**src/rtl/pc_fetch_unit.sv**
```systemverilog
// pc_fetch_unit: instruction-fetch front end of the MIPS CPU.
//
// Holds the program counter and sends it to an external PC+4 adder. The
// adder result comes back as the sequential next PC. Branch/jump redirects
// are also accepted here. Only one instruction-memory request is in flight
// at a time. The fetched word goes to decode through a registered
// valid/ready stage.
//
// Handshake rule, for every valid/ready pair on this block: a transfer
// happens on a rising clk edge where valid and ready are both 1. A valid
// output stays asserted until it is accepted or flushed by a redirect, and
// its payload holds stable while it waits.
//
// Ports:
//   clk, reset          rising-edge clock; asynchronous active-low reset
//   pc_o                current PC (PC+4 adder input a)
//   pcplus4_i           PC+4 adder output y
//   redirect_i/_pc_i    one-cycle taken branch/jump pulse and its target
//   imem_req_*          fetch request (valid/ready) and address
//   imem_resp_*         fetch response (one valid cycle per accepted request)
//   if_valid_o/_instr_o/_pc_o, if_ready_i   instruction output to decode
//   dbg_state_o         FSM state (0 = REQ, 1 = WAIT, 2 = OUT)
module pc_fetch_unit #(
  parameter logic [31:0] RESET_PC = 32'h0000_0000
) (
  input  logic        clk,
  input  logic        reset,
  output logic [31:0] pc_o,
  input  logic [31:0] pcplus4_i,
  input  logic        redirect_i,
  input  logic [31:0] redirect_pc_i,
  output logic        imem_req_valid_o,
  input  logic        imem_req_ready_i,
  output logic [31:0] imem_addr_o,
  input  logic        imem_resp_valid_i,
  input  logic [31:0] imem_resp_data_i,
  output logic        if_valid_o,
  output logic [31:0] if_instr_o,
  output logic [31:0] if_pc_o,
  input  logic        if_ready_i,
  output logic [1:0]  dbg_state_o
);

  typedef enum logic [1:0] {
    S_REQ  = 2'd0,
    S_WAIT = 2'd1,
    S_OUT  = 2'd2
  } state_t;

  state_t      r_state;
  logic [31:0] r_pc;
  logic [31:0] r_fetch_pc;
  logic        r_discard;
  logic        r_active;   // low from reset until the first clock edge after release
  logic        r_if_valid;
  logic [31:0] r_if_instr;
  logic [31:0] r_if_pc;

  logic        w_req_valid;
  logic        w_req_hs;
  logic [31:0] w_redirect_pc;
  logic        w_unused;

  // The request is held off until the first edge after reset release, so
  // it stays low for the whole time reset is asserted.
  assign w_req_valid   = r_active && (r_state == S_REQ);
  assign w_req_hs      = w_req_valid && imem_req_ready_i;
  assign w_redirect_pc = {redirect_pc_i[31:2], 2'b00};
  assign w_unused      = ^redirect_pc_i[1:0];

  always_ff @(posedge clk or negedge reset) begin
    if (!reset) begin
      r_state    <= S_REQ;
      r_pc       <= RESET_PC;
      r_fetch_pc <= 32'd0;
      r_discard  <= 1'b0;
      r_active   <= 1'b0;
      r_if_valid <= 1'b0;
      r_if_instr <= 32'd0;
      r_if_pc    <= 32'd0;
    end else begin
      r_active <= 1'b1;
      if (redirect_i) begin
        // A redirect beats every other event in this cycle. pcplus4_i is
        // never loaded, and a pending decode output is flushed.
        r_pc       <= w_redirect_pc;
        r_if_valid <= 1'b0;
        case (r_state)
          S_REQ: begin
            // The request is still issued if memory takes it this cycle.
            // Its response belongs to the old path, so it is marked for
            // dropping.
            if (w_req_hs) begin
              r_fetch_pc <= r_pc;
              r_discard  <= 1'b1;
              r_state    <= S_WAIT;
            end
          end
          S_WAIT: begin
            if (imem_resp_valid_i) begin
              r_discard <= 1'b0;
              r_state   <= S_REQ;
            end else begin
              r_discard <= 1'b1;
            end
          end
          S_OUT:   r_state <= S_REQ;
          default: r_state <= S_REQ;
        endcase
      end else begin
        case (r_state)
          S_REQ: begin
            if (w_req_hs) begin
              r_fetch_pc <= r_pc;
              r_pc       <= pcplus4_i;
              r_state    <= S_WAIT;
            end
          end
          S_WAIT: begin
            if (imem_resp_valid_i) begin
              if (r_discard) begin
                r_discard <= 1'b0;
                r_state   <= S_REQ;
              end else begin
                r_if_instr <= imem_resp_data_i;
                r_if_pc    <= r_fetch_pc;
                r_if_valid <= 1'b1;
                r_state    <= S_OUT;
              end
            end
          end
          S_OUT: begin
            if (if_ready_i) begin
              r_if_valid <= 1'b0;
              r_state    <= S_REQ;
            end
          end
          default: r_state <= S_REQ;
        endcase
      end
    end
  end

  assign pc_o             = r_pc;
  assign imem_addr_o      = r_pc;
  assign imem_req_valid_o = w_req_valid;
  assign if_valid_o       = r_if_valid;
  assign if_instr_o       = r_if_instr;
  assign if_pc_o          = r_if_pc;
  assign dbg_state_o      = r_state;

endmodule

```
**config.mk**
```make
export PLATFORM = sky130hd
export DESIGN_NAME = pc_fetch_unit
export DESIGN_NICKNAME = d
export VERILOG_FILES = /design/src/rtl/pc_fetch_unit.sv
export SDC_FILE = /design/constraint.sdc
export NUM_CORES = 1
export LEC_CHECK = 0
export BUFFER_PORTS_ARGS = -buffer_cell sky130_fd_sc_hd__buf_2
export CAP_MARGIN = 10
export CORE_ASPECT_RATIO = 1.75
export CORE_MARGIN = 4
export CORE_UTILIZATION = 48
export DETAILED_ROUTE_END_ITERATION = 16
export PLACE_DENSITY = 0.9
export SYNTH_ARGS = -nofsm -noshare
export SYNTH_HDL_FRONTEND = slang
export SYNTH_SLANG_ARGS = --single-unit
```
**constraint.sdc**
```tcl
create_clock -name clk -period 1.7 [get_ports clk]
set_input_delay 0.34 -clock clk [delete_from_list [all_inputs] [get_ports clk]]
set_output_delay 0.34 -clock clk [all_outputs]
set_load 0.1 [all_outputs]
```
======== After elaboration in Yosys (flattened, before gate mapping) ========
Cells that the tools add are included.
cells by class
  equality and inequality tests ........... 7
  muxes and demuxes ....................... 22
  bitwise operators ....................... 2
  reduce and logical (&&, ||, !) cells .... 15
operators by type and width
  operator            count
  $mux 32             3
  $mux 2              6
  $ne 3x3->1 const B  4
  $reduce_and 4->1    3
  $reduce_bool 2->1   5
  $mux 1              9
  $pmux 2 s3          1
  $reduce_and 2->1    3
  $pmux 1 s2          2
  $pmux 2 s2          1
  $reduce_bool 3->1   1
  $eq 2x1->1 const B  1
  $eq 2x2->1 const B  1
  $logic_and 1x1->1   2
  $logic_not 2->1     1
  $ne 2x2->1 const B  1
  $not 1->1           2
word-level totals
  flip-flop bits (word level) ............. 133
  input port bits ......................... 102
  output and inout port bits .............. 132
  word-level logic and storage cells ...... 54

======== Depth between registers and ports, before layout ========
  word-level depth ........................ 6
  gate-level depth with buffers ........... 5
  depth with buffers taken out ............ 3

======== Least setup slack after synthesis ========
No wires, ideal clock.
  path type ............................... register -> output
  start ................................... register r_state[0], in the netlist dbg_state_o[0]
  end ..................................... output imem_req_valid_o
  arrival ................................. 3141 ps
  required time ........................... 1360 ps
  path slack .............................. -1781 ps
  cell stages (with the launch flop) ...... 2
  path buffers ............................ 0
  cells stage by stage .................... dfrtp_1 -> nor3b_1
on the way
  cells in the longest elaborated chain, start to end .. 2
RTL lines
  what                      line  RTL
  start: declaration        50    state_t r_state;
  start signal: assignment  73    r_state <= S_REQ;
  start signal: assignment  96    r_state <= S_WAIT;
  start signal: assignment  102   r_state <= S_REQ;
  $logic_not 2->1           66    assign w_req_valid = r_active && (r_state == S_REQ);
  $logic_and 1x1->1         66
  end: declaration          32    output logic imem_req_valid_o,
Every way passes these cells.

======== Worst setup path after layout ========
  start ................................... register r_state[1], in the netlist dbg_state_o[1]
  end ..................................... output imem_req_valid_o
The elaborated chain is that of the path after synthesis.

==> Flow_metrics.wiki <==
{| class="wikitable"
! Metric !! Value
|-
| Port buffer count || 231
|-
| Starting Density || 49.5%
|-
| Slowest cell on the critical path || sky130_fd_sc_hd__dfrtp_4
|-
| Synth unique cells || 24
|-
| Level count of the clock H-tree || 4
|-
| Detailed placer's ending HPWL || 9520 um
|-
| Top-level I/O count || 234
|-
| Outcome || finished, violations left
|-
| Ratio of final minimum period to clock period || 105%
|-
| TritonCTS clock tree || built
|-
| Residual antenna-violating net count after detailed routing || 0
|-
| Clock tree sinks || 133
|-
| Final setup violation count || 59
|-
| Avg Inst Size Synth || 14.2 sq um
|-
| Detail-routed net length per standard cell || 17.1 um
|-
| Routed Wire Length || 12,800 um
|-
| Mapped cell area || 5560 sq um
|-
| Buffers and inverters on the worst path || 2
|-
| FMAX || 0.559 GHz
|-
| FILL cells || 805
|-
| Relative max-transition margin || 58.2%
|-
| Wire length of the first global-routing pass || 19,800 um
|-
| Die boundary width || 89.4 um
|-
| # DRC || 0
|-
| Share of cells above drive strength 1 || 61.1%
|-
| PnR worst setup slack || -0.0884 ns
|-
| Layout overhead on the synthesized area || 31.4%
|-
| Kind of cell with the highest combined delay on the critical path || flip-flops
|-
| GRT Total Usage || 19.2%
|-
| Antenna diode instance count || 0
|-
| Core box area || 11,200 sq um
|-
| Transition time at the pin with the least slew margin || 0.627 ns
|-
| Cells along the critical path || buf_6, nor3b_4, buf_12
|-
| Worst Setup Start Kind || flip-flop
|-
| Multi-input gate area || 1860 sq um
|-
| Area of all sequential standard cells || 3340 sq um
|-
| Final hold violation count || 0
|-
| Antenna violations before repair || 1
|-
| Sort of element at the end of the critical path || primary output
|-
| Via count of the first global-routing pass || 4,096
|-
| Cell at the root of the clock tree || sky130_fd_sc_hd__clkbuf_16
|-
| Count of mapped cells out of synthesis || 391
|-
| Number of clock buffers inserted by TritonCTS || 17
|-
| Max stage delay on crit path || 0.48 ns
|-
| Later-pin clock latency in the skew report || 0.40 ns
|-
| Remaining global-route overflow || 0
|-
| Max Transition Viols Final || 0
|-
| Proportion of synthesized chip area in sequential cells || 59.9%
|-
| Buffer depth of the longest clock path || 2
|-
| Vias || 3,853
|-
| Detailed Routing Iterations Pass 1 || 4
|-
| Height of the die || 150 um
|-
| Worst Path Arrival || 1.45 ns
|-
| Max-cap viol count || 0
|-
| Failing checks || negative setup slack
|-
| Die Footprint || 13,400 sq um
|-
| Standard-cell rows || 51
|-
| Setup repair after global routing missed its margin || true
|-
| Detailed-route vias per instance || 5.14
|-
| Clock Skews || 0.00986 ns
|-
| Placer congestion estimate || 0.815
|-
| Required arrival time at the worst endpoint || 1.36 ns
|-
| Drt first-iter violations || 128
|-
| Setup Slack @ Placement || -0.0148 ns
|-
| Worst Setup Path Type || flip-flop to primary output
|-
| Final nets || 708
|-
| Yosys warnings || 0
|-
| Min Tclk post-route || 1.79 ns
|-
| Class of the tightest hold or removal check || input pin to flip-flop
|-
| Number of synthesized register bits || 133
|-
| Clock transition at the registers of the reported paths || 0.06 ns
|-
| Net Count, Synth || 493
|-
| Largest fanout on the critical path || 3
|-
| Maximum number of pins on one net before global-route repair || 66
|}
==> per-layer routing <==
| layer | vias up | wire length [um] | global-route usage [%] |
|---|---|---|---|
| met3 | 38 | 819 | 5.48 |
| met2 | 161 | 7100 | 34.8 |
| met1 | 1905 | 4390 | 19.4 |
| met4 | 2 | 454 | 9.46 |
| li1 | 1747 | - | - |
| met5 | - | 7 | 0 |
==> through the flow <==
stage                     instances  hold slack (ns)  cell area (sq um)  setup TNS [ns]  util, %
after floorplan                 391           0.0444               5580           -7.28        -
after global placement          716            0.185               6690               0     59.5
after detailed placement        716            0.190               6690         -0.0546     59.5
after CTS                       749            0.135               7300           -1.03     65.0
after global routing            749            0.142               7300           -6.05     65.0
final                           749            0.156               7300           -1.03     65.0
==> repair_timing <==
| item | in CTS | in global routing |
|---|---|---|
| buffers inserted | 2 | 0 |
| endpoints found under the setup margin | 32 | 121 |
| hold endpoints to repair | 8 | 0 |
| pin swaps | 1 | 0 |
| hold buffers | 1 | 0 |
| resized for setup | 14 | 2 |
| cloned | 0 | 0 |
==> synth_stat cells (all sizes together) <==
cell type / n / share of area, %
a21o: 1 / 0.14
clkbuf: 6 / 0.41
nand2b: 1 / 0.11
and4bb: 1 / 0.23
nor2: 3 / 0.50
nor3b: 1 / 0.14
buf: 46 / 7.0
mux2: 96 / 20
o21ai: 31 / 2.8
nand4bb: 1 / 0.29
nand2: 30 / 2.0
conb: 1 / 0.067
mux2i: 32 / 5.8
dfrtp: 133 / 60
a22oi: 1 / 0.14
a21oi: 1 / 0.090
a221oi: 1 / 0.16
nor2b: 2 / 0.23
inv: 3 / 0.20
==> sequential cells by signal, indices dropped and copies added, names as in the netlist <==
signal	cells
if_instr_o	32
if_pc_o	32
imem_addr_o	32
r_fetch_pc	32
dbg_state_o	2
if_valid_o	1
r_active	1
r_discard	1
==> worst paths after layout <==
check / startpoint / endpoint / slack, ns / depth (start not counted)
worst min-delay path: if_ready_i / if_valid_o / 0.16 / 2
worst max register to register: dbg_state_o[1] / imem_addr_o[26] / -0.05 / 5
worst max-delay path: dbg_state_o[1] / imem_req_valid_o / -0.09 / 3
min in group asynchronous: reset / imem_addr_o[8] / 0.31 / 2
worst min register to register: if_pc_o[31] / if_pc_o[31] / 0.49 / 1
max in group asynchronous: reset / imem_addr_o[29] / 0.81 / 3
==> final cells by class <==
cell class | count | area share [%]
Timing Repair Buffer | 248 | 19.1
Tap cell | 132 | 2.26
Sequential cell | 133 | 45.7
Clock buffer | 20 | 6.12
Multi-Input combinational cell | 203 | 25.5
Inverter | 3 | 0.154
Clock inverter | 10 | 1.18
==> cells in the final DEF (no fill, tap or decap), drive strengths merged <==
cell / instances
buf: 247
dfrtp: 133
mux2: 96
mux2i: 32
o21ai: 31
nand2: 30
clkbuf: 20
clkinv: 6
inv: 3
clkinvlp: 3
nor2: 3
nor2b: 2
nor3b: 1
and4bb: 1
nand4bb: 1
a21o: 1
nand2b: 1
a21oi: 1
a22oi: 1
a221oi: 1
bufinv: 1
dlygate4sd3: 1
conb: 1
==> cell families (layout without fill, tap and decap cells) <==
kind of cell           count (synthesis)  in the layout  synth area share [%]
AO/OA/AOI/OAI                         35             35                  3.31
buffers and inverters                 55            281                  7.63
flip-flops                           133            133                  59.9
other                                  1              1                0.0675
AND/OR/NAND/NOR                       39             39                  3.51
multiplexers                         128            128                  25.6
Power is not shown: default switching activity piles up to over one toggle a cycle in this logic, so the estimate is an artifact.
